File: src/rtl/uart_pkg.sv
// Shared types and constants for the configurable UART blocks.
package uart_pkg;

  typedef enum logic [1:0] {
    PAR_NONE = 2'd0,
    PAR_EVEN = 2'd1,
    PAR_ODD  = 2'd2
  } parity_mode_e;

  typedef enum logic [2:0] {
    S_IDLE,
    S_START,
    S_DATA,
    S_PARITY,
    S_STOP,
    S_BREAK_WAIT
  } rx_state_e;

  localparam int UART_DEFAULT_DATA_BITS = 8;

  // The reserved encoding 2'b11 behaves as "no parity".
  function automatic parity_mode_e decode_parity(input logic [1:0] mode);
    case (mode)
      2'b01:   return PAR_EVEN;
      2'b10:   return PAR_ODD;
      default: return PAR_NONE;
    endcase
  endfunction

endpackage

File: src/rtl/uart_baud_tick.sv
// Bit-period tick generator: half-period load on request, then ticks every clk_div+1 cycles.
module uart_baud_tick #(
  parameter int CLK_DIV_WIDTH = 10
) (
  input  logic                     clk,
  input  logic                     rst_n,
  input  logic [CLK_DIV_WIDTH-1:0] clk_div,
  input  logic                     load_half,
  output logic                     tick
);

  logic [CLK_DIV_WIDTH-1:0] cnt_q, cnt_d;
  logic                     at_zero;

  assign at_zero = (cnt_q == '0);
  assign tick    = at_zero && !load_half;

  always_comb begin
    cnt_d = cnt_q - CLK_DIV_WIDTH'(1);
    if (load_half) begin
      cnt_d = clk_div >> 1;
    end else if (at_zero) begin
      cnt_d = clk_div;
    end
  end

  always_ff @(posedge clk or negedge rst_n) begin
    if (!rst_n) begin
      cnt_q <= '0;
    end else begin
      cnt_q <= cnt_d;
    end
  end

endmodule

File: src/rtl/uart_rx_cfg.sv
// Configurable UART receiver: majority-voted sampling, runtime frame format,
// parity/framing/break detection and a single-entry valid/ready holding register.
module uart_rx_cfg
  import uart_pkg::*;
#(
  parameter int CLK_DIV_WIDTH = 10,
  parameter int MAX_DATA_BITS = 9,
  parameter int SYNC_STAGES   = 2
) (
  input  logic                               clk,
  input  logic                               rst_n,
  input  logic [CLK_DIV_WIDTH-1:0]           clk_div,
  input  logic [$clog2(MAX_DATA_BITS+1)-1:0] data_bits,
  input  logic [1:0]                         parity_mode,
  input  logic                               two_stop,
  input  logic                               uart_rx_data,
  output logic                               rx_valid,
  input  logic                               rx_ready,
  output logic [MAX_DATA_BITS-1:0]           rx_data,
  output logic                               rx_parity_err,
  output logic                               rx_frame_err,
  output logic                               overrun_err,
  output logic                               break_det,
  output logic                               busy
);

  localparam int DBW = $clog2(MAX_DATA_BITS + 1);

  function automatic logic [DBW-1:0] eff_bits(input logic [DBW-1:0] b);
    if (int'(b) >= 5 && int'(b) <= MAX_DATA_BITS) return b;
    return DBW'(UART_DEFAULT_DATA_BITS);
  endfunction

  logic [SYNC_STAGES-1:0]   sync_q;
  logic [2:0]               hist_q;
  logic                     maj, start_det, tick, load_half, commit, frm_now;

  rx_state_e                state_q, state_d;
  logic [DBW-1:0]           bitcnt_q, bitcnt_d, nbits_q, nbits_d;
  parity_mode_e             par_q, par_d;
  logic                     two_stop_q, two_stop_d, stop2_q, stop2_d;
  logic [MAX_DATA_BITS-1:0] shift_q, shift_d;
  logic                     par_bit_q, par_bit_d, par_err_q, par_err_d;
  logic                     frm_err_q, frm_err_d;

  logic                     rx_valid_q, rx_valid_d, rx_perr_q, rx_perr_d;
  logic                     rx_ferr_q, rx_ferr_d, overrun_q, overrun_d;
  logic                     break_q, break_d;
  logic [MAX_DATA_BITS-1:0] rx_data_q, rx_data_d;

  // Newest synchronised sample sits in hist_q[0].
  assign maj       = (hist_q[2] & hist_q[1]) | (hist_q[1] & hist_q[0]) | (hist_q[2] & hist_q[0]);
  assign start_det = hist_q[1] & ~hist_q[0];

  uart_baud_tick #(
    .CLK_DIV_WIDTH (CLK_DIV_WIDTH)
  ) u_baud (
    .clk       (clk),
    .rst_n     (rst_n),
    .clk_div   (clk_div),
    .load_half (load_half),
    .tick      (tick)
  );

  always_comb begin
    state_d    = state_q;
    bitcnt_d   = bitcnt_q;
    nbits_d    = nbits_q;
    par_d      = par_q;
    two_stop_d = two_stop_q;
    stop2_d    = stop2_q;
    shift_d    = shift_q;
    par_bit_d  = par_bit_q;
    par_err_d  = par_err_q;
    frm_err_d  = frm_err_q;
    load_half  = 1'b0;
    commit     = 1'b0;
    frm_now    = frm_err_q;
    break_d    = 1'b0;

    case (state_q)
      S_IDLE: begin
        if (start_det) begin
          load_half  = 1'b1;
          state_d    = S_START;
          nbits_d    = eff_bits(data_bits);
          par_d      = decode_parity(parity_mode);
          two_stop_d = two_stop;
          stop2_d    = 1'b0;
          shift_d    = '0;
          bitcnt_d   = '0;
          par_bit_d  = 1'b0;
          par_err_d  = 1'b0;
          frm_err_d  = 1'b0;
        end
      end
      S_START: begin
        if (tick) state_d = maj ? S_IDLE : S_DATA;
      end
      S_DATA: begin
        if (tick) begin
          shift_d[bitcnt_q] = maj;
          bitcnt_d          = bitcnt_q + DBW'(1);
          if (bitcnt_q == nbits_q - DBW'(1)) begin
            state_d = (par_q != PAR_NONE) ? S_PARITY : S_STOP;
          end
        end
      end
      S_PARITY: begin
        if (tick) begin
          // Unused upper bits of shift_q are zero, so a full-width XOR is exact.
          par_bit_d = maj;
          par_err_d = (maj != ((par_q == PAR_ODD) ? ~^shift_q : ^shift_q));
          state_d   = S_STOP;
        end
      end
      S_STOP: begin
        if (tick) begin
          if (!stop2_q && !maj && (shift_q == '0) && !par_bit_q) begin
            break_d = 1'b1;
            state_d = S_BREAK_WAIT;
          end else begin
            frm_now   = frm_err_q | ~maj;
            frm_err_d = frm_now;
            if (two_stop_q && !stop2_q) begin
              stop2_d = 1'b1;
            end else begin
              commit  = 1'b1;
              state_d = S_IDLE;
            end
          end
        end
      end
      S_BREAK_WAIT: begin
        if (maj) state_d = S_IDLE;
      end
      default: state_d = S_IDLE;
    endcase
  end

  always_comb begin
    rx_valid_d = rx_valid_q;
    rx_data_d  = rx_data_q;
    rx_perr_d  = rx_perr_q;
    rx_ferr_d  = rx_ferr_q;
    overrun_d  = 1'b0;
    if (commit) begin
      if (!rx_valid_q || rx_ready) begin
        rx_valid_d = 1'b1;
        rx_data_d  = shift_q;
        rx_perr_d  = par_err_q;
        rx_ferr_d  = frm_now;
      end else begin
        overrun_d  = 1'b1;
      end
    end else if (rx_valid_q && rx_ready) begin
      rx_valid_d = 1'b0;
    end
  end

  always_ff @(posedge clk or negedge rst_n) begin
    if (!rst_n) begin
      sync_q     <= '1;
      hist_q     <= 3'b111;
      state_q    <= S_IDLE;
      bitcnt_q   <= '0;
      nbits_q    <= '0;
      par_q      <= PAR_NONE;
      two_stop_q <= 1'b0;
      stop2_q    <= 1'b0;
      shift_q    <= '0;
      par_bit_q  <= 1'b0;
      par_err_q  <= 1'b0;
      frm_err_q  <= 1'b0;
      rx_valid_q <= 1'b0;
      rx_data_q  <= '0;
      rx_perr_q  <= 1'b0;
      rx_ferr_q  <= 1'b0;
      overrun_q  <= 1'b0;
      break_q    <= 1'b0;
    end else begin
      sync_q     <= {sync_q[SYNC_STAGES-2:0], uart_rx_data};
      hist_q     <= {hist_q[1:0], sync_q[SYNC_STAGES-1]};
      state_q    <= state_d;
      bitcnt_q   <= bitcnt_d;
      nbits_q    <= nbits_d;
      par_q      <= par_d;
      two_stop_q <= two_stop_d;
      stop2_q    <= stop2_d;
      shift_q    <= shift_d;
      par_bit_q  <= par_bit_d;
      par_err_q  <= par_err_d;
      frm_err_q  <= frm_err_d;
      rx_valid_q <= rx_valid_d;
      rx_data_q  <= rx_data_d;
      rx_perr_q  <= rx_perr_d;
      rx_ferr_q  <= rx_ferr_d;
      overrun_q  <= overrun_d;
      break_q    <= break_d;
    end
  end

  assign rx_valid      = rx_valid_q;
  assign rx_data       = rx_data_q;
  assign rx_parity_err = rx_perr_q;
  assign rx_frame_err  = rx_ferr_q;
  assign overrun_err   = overrun_q;
  assign break_det     = break_q;
  assign busy          = (state_q != S_IDLE);

endmodule

File: config.mk
export PLATFORM = sky130hd
export DESIGN_NAME = uart_rx_cfg
export DESIGN_NICKNAME = d
export VERILOG_FILES = /design/src/rtl/uart_pkg.sv /design/src/rtl/uart_baud_tick.sv /design/src/rtl/uart_rx_cfg.sv
export SDC_FILE = /design/constraint.sdc
export NUM_CORES = 1
export LEC_CHECK = 0
export ABC_AREA = 1
export BUFFER_PORTS_ARGS = -buffer_cell sky130_fd_sc_hd__buf_2
export CAP_MARGIN = 5
export CORE_UTILIZATION = 30
export DETAILED_ROUTE_END_ITERATION = 10
export SLEW_MARGIN = 20
export SYNTH_ARGS = -nofsm -noshare
export SYNTH_HDL_FRONTEND = slang
export SYNTH_SLANG_ARGS = --single-unit
File: constraint.sdc
create_clock -name clk -period 5 [get_ports clk]
set_input_delay 1 -clock clk [delete_from_list [all_inputs] [get_ports clk]]
set_output_delay 1 -clock clk [all_outputs]
set_load 0.02 [all_outputs]
==> impl_metrics.tcl <==
set metrics [dict create \
    status "completed" \
    finalHoldViolCount 0 \
    grtUsageTotal_pct 12.3 \
    synthCells 419 \
    hpwlAfterDp_mm 4.83 \
    grt_pass1_wl_mm 11.4 \
    clkPwrFrac_pct 19.1 \
    synth_cell_types 33 \
    synth_async_sr_flop_share_pct 100 \
    synth_nets 451 \
    pre_cts_ws_ns 2.85 \
    worst_slew_pin_slew_ns 0.700 \
    clk_pin_slew_ns 0.11 \
    startpoint_type "register" \
    antenna_found_initial 0 \
    synth-edff-count 0 \
    cap_violations 0 \
    post-route-period-util_pct 45.3 \
    hold_path_class "reg -> reg" \
    nets 485 \
    num_vias 2671 \
    synth_ff_type "dfrtp_1" \
    cp_max_fo 6 \
    ir_drop_mv 0.178 \
    drt_pass1_iterations 4 \
    cts-htree-levels 2 \
    utilization_pct 35.1 \
    p_sw_uw 672 \
    wire_per_inst_um 11.0 \
    cts_resized 0 \
    synth.top_cells.by_count "nand2_1, dfrtp_1, nor2_1" \
    combPwrFrac_pct 42.0 \
    die_h_um 106 \
    tns_ns 0 \
    grt_pass1_vias 2557 \
    final_cell_count_no_fill 590 \
    setup_viol 0 \
    gp_routability_congestion 0.833 \
    syn_area_um2 3260 \
    post-route-min-period_ns 2.27 \
    wl_mm 6.51 \
    avgViaCountPerCell 4.53 \
    synthTopCellsByArea "dfrtp_1, nand2_1, nor2_1" \
    p_leak_uw 0.00178 \
    max_stage_delay_ns 0.51 \
    start_util_pct 31.3 \
    die_x_um 106 \
    syn_area_per_cell_um2 7.78 \
    ctsLongestPathBuffers 2 \
    syn_to_final_growth_pct 12.2 \
    cp-end-kind "primary output" \
    cts_hold_buf 0 \
    yosysTopAreaCell "dfrtp_1" \
    core_um2 10400 \
    rows 37 \
    final_antenna_net_count 0 \
    seqPwrFrac_pct 38.9 \
    drive_gt1_share_pct 19.2 \
    power_density_nw_per_um2 445 \
    finClkSkew_ns 0.0163 \
    path_cells "nor2_2 > nand2_2 > buf_2" \
    total_power_uw 1630 \
    drt_iter0_markers 131 \
    seq_area_frac_synth_pct 43.2 \
    postCtsSetupBuffers 0 \
    die_area_um2 11300 \
    worst_path_max_delay_cell "dfrtp_1" \
    io_buffers 35 \
    overflow 0 \
    dp_cells 582 \
    cp.required_ns 4.00 \
    root_buffer "clkbuf_8" \
    slew_headroom_pct 53.3 \
    cts_buffers 5 \
    drc 0 \
    rsz0062_at_grt "no" \
    synth.top_cell.area_share_pct 39.1 \
    antenna_cells 0 \
    synth_seq_cells 56 \
    switching_share_pct 41.3 \
    criticalPathCategory "reg -> out" \
    tritoncts "done" \
    clock-sinks 56 \
    yosys_warnings 0 \
    grt_max_degree 57 \
    yosysMostFrequentCell "nand2_1" \
    maxSlewViolCount 0 \
    fmax_mhz 441 \
    cp.arrival_ns 1.27 \
    pin_count 36 \
    internal_power_uw 957 \
    fin_ws_ns 2.73 \
    clkLatencyLatePin_ns 0.31 \
]
==> cells in the final DEF, fill, tap and decap left out, types with 2 or more instances in the layout <==
| cell | synthesis | final |
|---|---|---|
| dfrtp_1 | 51 | 51 |
| inv_2 | 4 | 4 |
| nor3_1 | 2 | 2 |
| xnor2_1 | 5 | 5 |
| o21ai_2 | 13 | 13 |
| inv_1 | 46 | 46 |
| nor2_2 | 4 | 4 |
| nand4_1 | 12 | 12 |
| a21oi_1 | 4 | 4 |
| a31oi_1 | 2 | 2 |
| nand3_1 | 26 | 26 |
| nand2_1 | 113 | 113 |
| nand2_2 | 8 | 8 |
| o21ai_1 | 9 | 9 |
| inv_4 | 2 | 2 |
| xor2_1 | 5 | 5 |
| clkbuf_8 | 0 | 6 |
| ha_1 | 11 | 11 |
| o211ai_1 | 3 | 3 |
| dfstp_2 | 5 | 5 |
| o21ai_0 | 25 | 25 |
| buf_2 | 3 | 35 |
| nor2_1 | 51 | 51 |
==> worst paths after layout <==
check | start | end | slack [ns] | cells past startpoint
worst min-delay path | sync_q[0] | sync_q[1] | 0.36 | 0
worst max-delay path | state_q[0] | busy | 2.73 | 3
worst max register to register | u_baud.cnt_q[0] | rx_data[5] | 2.84 | 9
min in group asynchronous | rst_n | two_stop_q | 0.83 | 2
max in group asynchronous | rst_n | bitcnt_q[2] | 3.71 | 2
worst min register to register | sync_q[0] | sync_q[1] | 0.36 | 0
==> area by class of cell <==
| cell class | instances | area (µm²) |
|---|---|---|
| repair buffers | 36 | 183 |
| inverters | 52 | 200 |
| flip-flops and latches | 56 | 1410 |
| clock buffers | 6 | 82.6 |
| multi-input cells | 302 | 1580 |
| fillers | 1081 | 6760 |
| well taps | 136 | 170 |
| clock inverters | 2 | 38.8 |
==> logic make-up (layout without fill, tap and decap cells) <==
group                      after synthesis  after routing  share of synthesized area, %
and+or+nand+nor                        221            221                          29.8
buffers and inverters                   61             96                          8.44
AOI/OAI and AO/OA                       60             60                          11.7
DFF                                     56             56                          43.2
adders and majority gates               11             11                          4.22
xor gates and xnor gates                10             10                          2.68
==> through the flow <==
stage | hold WS, ns | area, µm²
finish | 0.362 | 3660
global route | 0.367 | 3660
CTS | 0.363 | 3660
detailed placement | 0.348 | 3540
global placement | 0.346 | 3540
floorplan | 0.345 | 3260
==> state kept, by name, summed over array words and instances, names as in the netlist <==
signal and cells:
u_baud.cnt_q 10, rx_data 9, shift_q 9, bitcnt_q 4, nbits_q 4, hist_q 3
state_q 3, par_q 2, sync_q 2, break_det 1, frm_err_q 1, overrun_err 1
par_bit_q 1, par_err_q 1, rx_frame_err 1, rx_parity_err 1, rx_valid 1, stop2_q 1
two_stop_q 1
==> critical path: cells and delay by family, from the launching register on <==
| family | cells | cell delay (ns) |
|---|---|---|
| AND/OR/NAND/NOR | 2 | 0.29 |
| flip-flops | 1 | 0.51 |
| buffers and inverters | 1 | 0.17 |
==> power groups by stage <==
stage	combinational (µW)	sequential, µW	clock [µW]
finish	684	634	311
global route	794	649	343
CTS	690	633	322
detailed placement	687	641	0
global placement	677	641	0
floorplan	568	623	0
==> per-layer routing <==
metal | wire length [µm] | GRT usage (%) | part of all wire, %
met1 | 3390 | 16.7 | 52
met2 | 2890 | 20.4 | 44
met3 | 196 | 2.27 | 3.0
met4 | 36 | 2.68 | 0.55
met5 | 0 | 0 | 0
No activity file was read; power rests on OpenSTA's default activity.
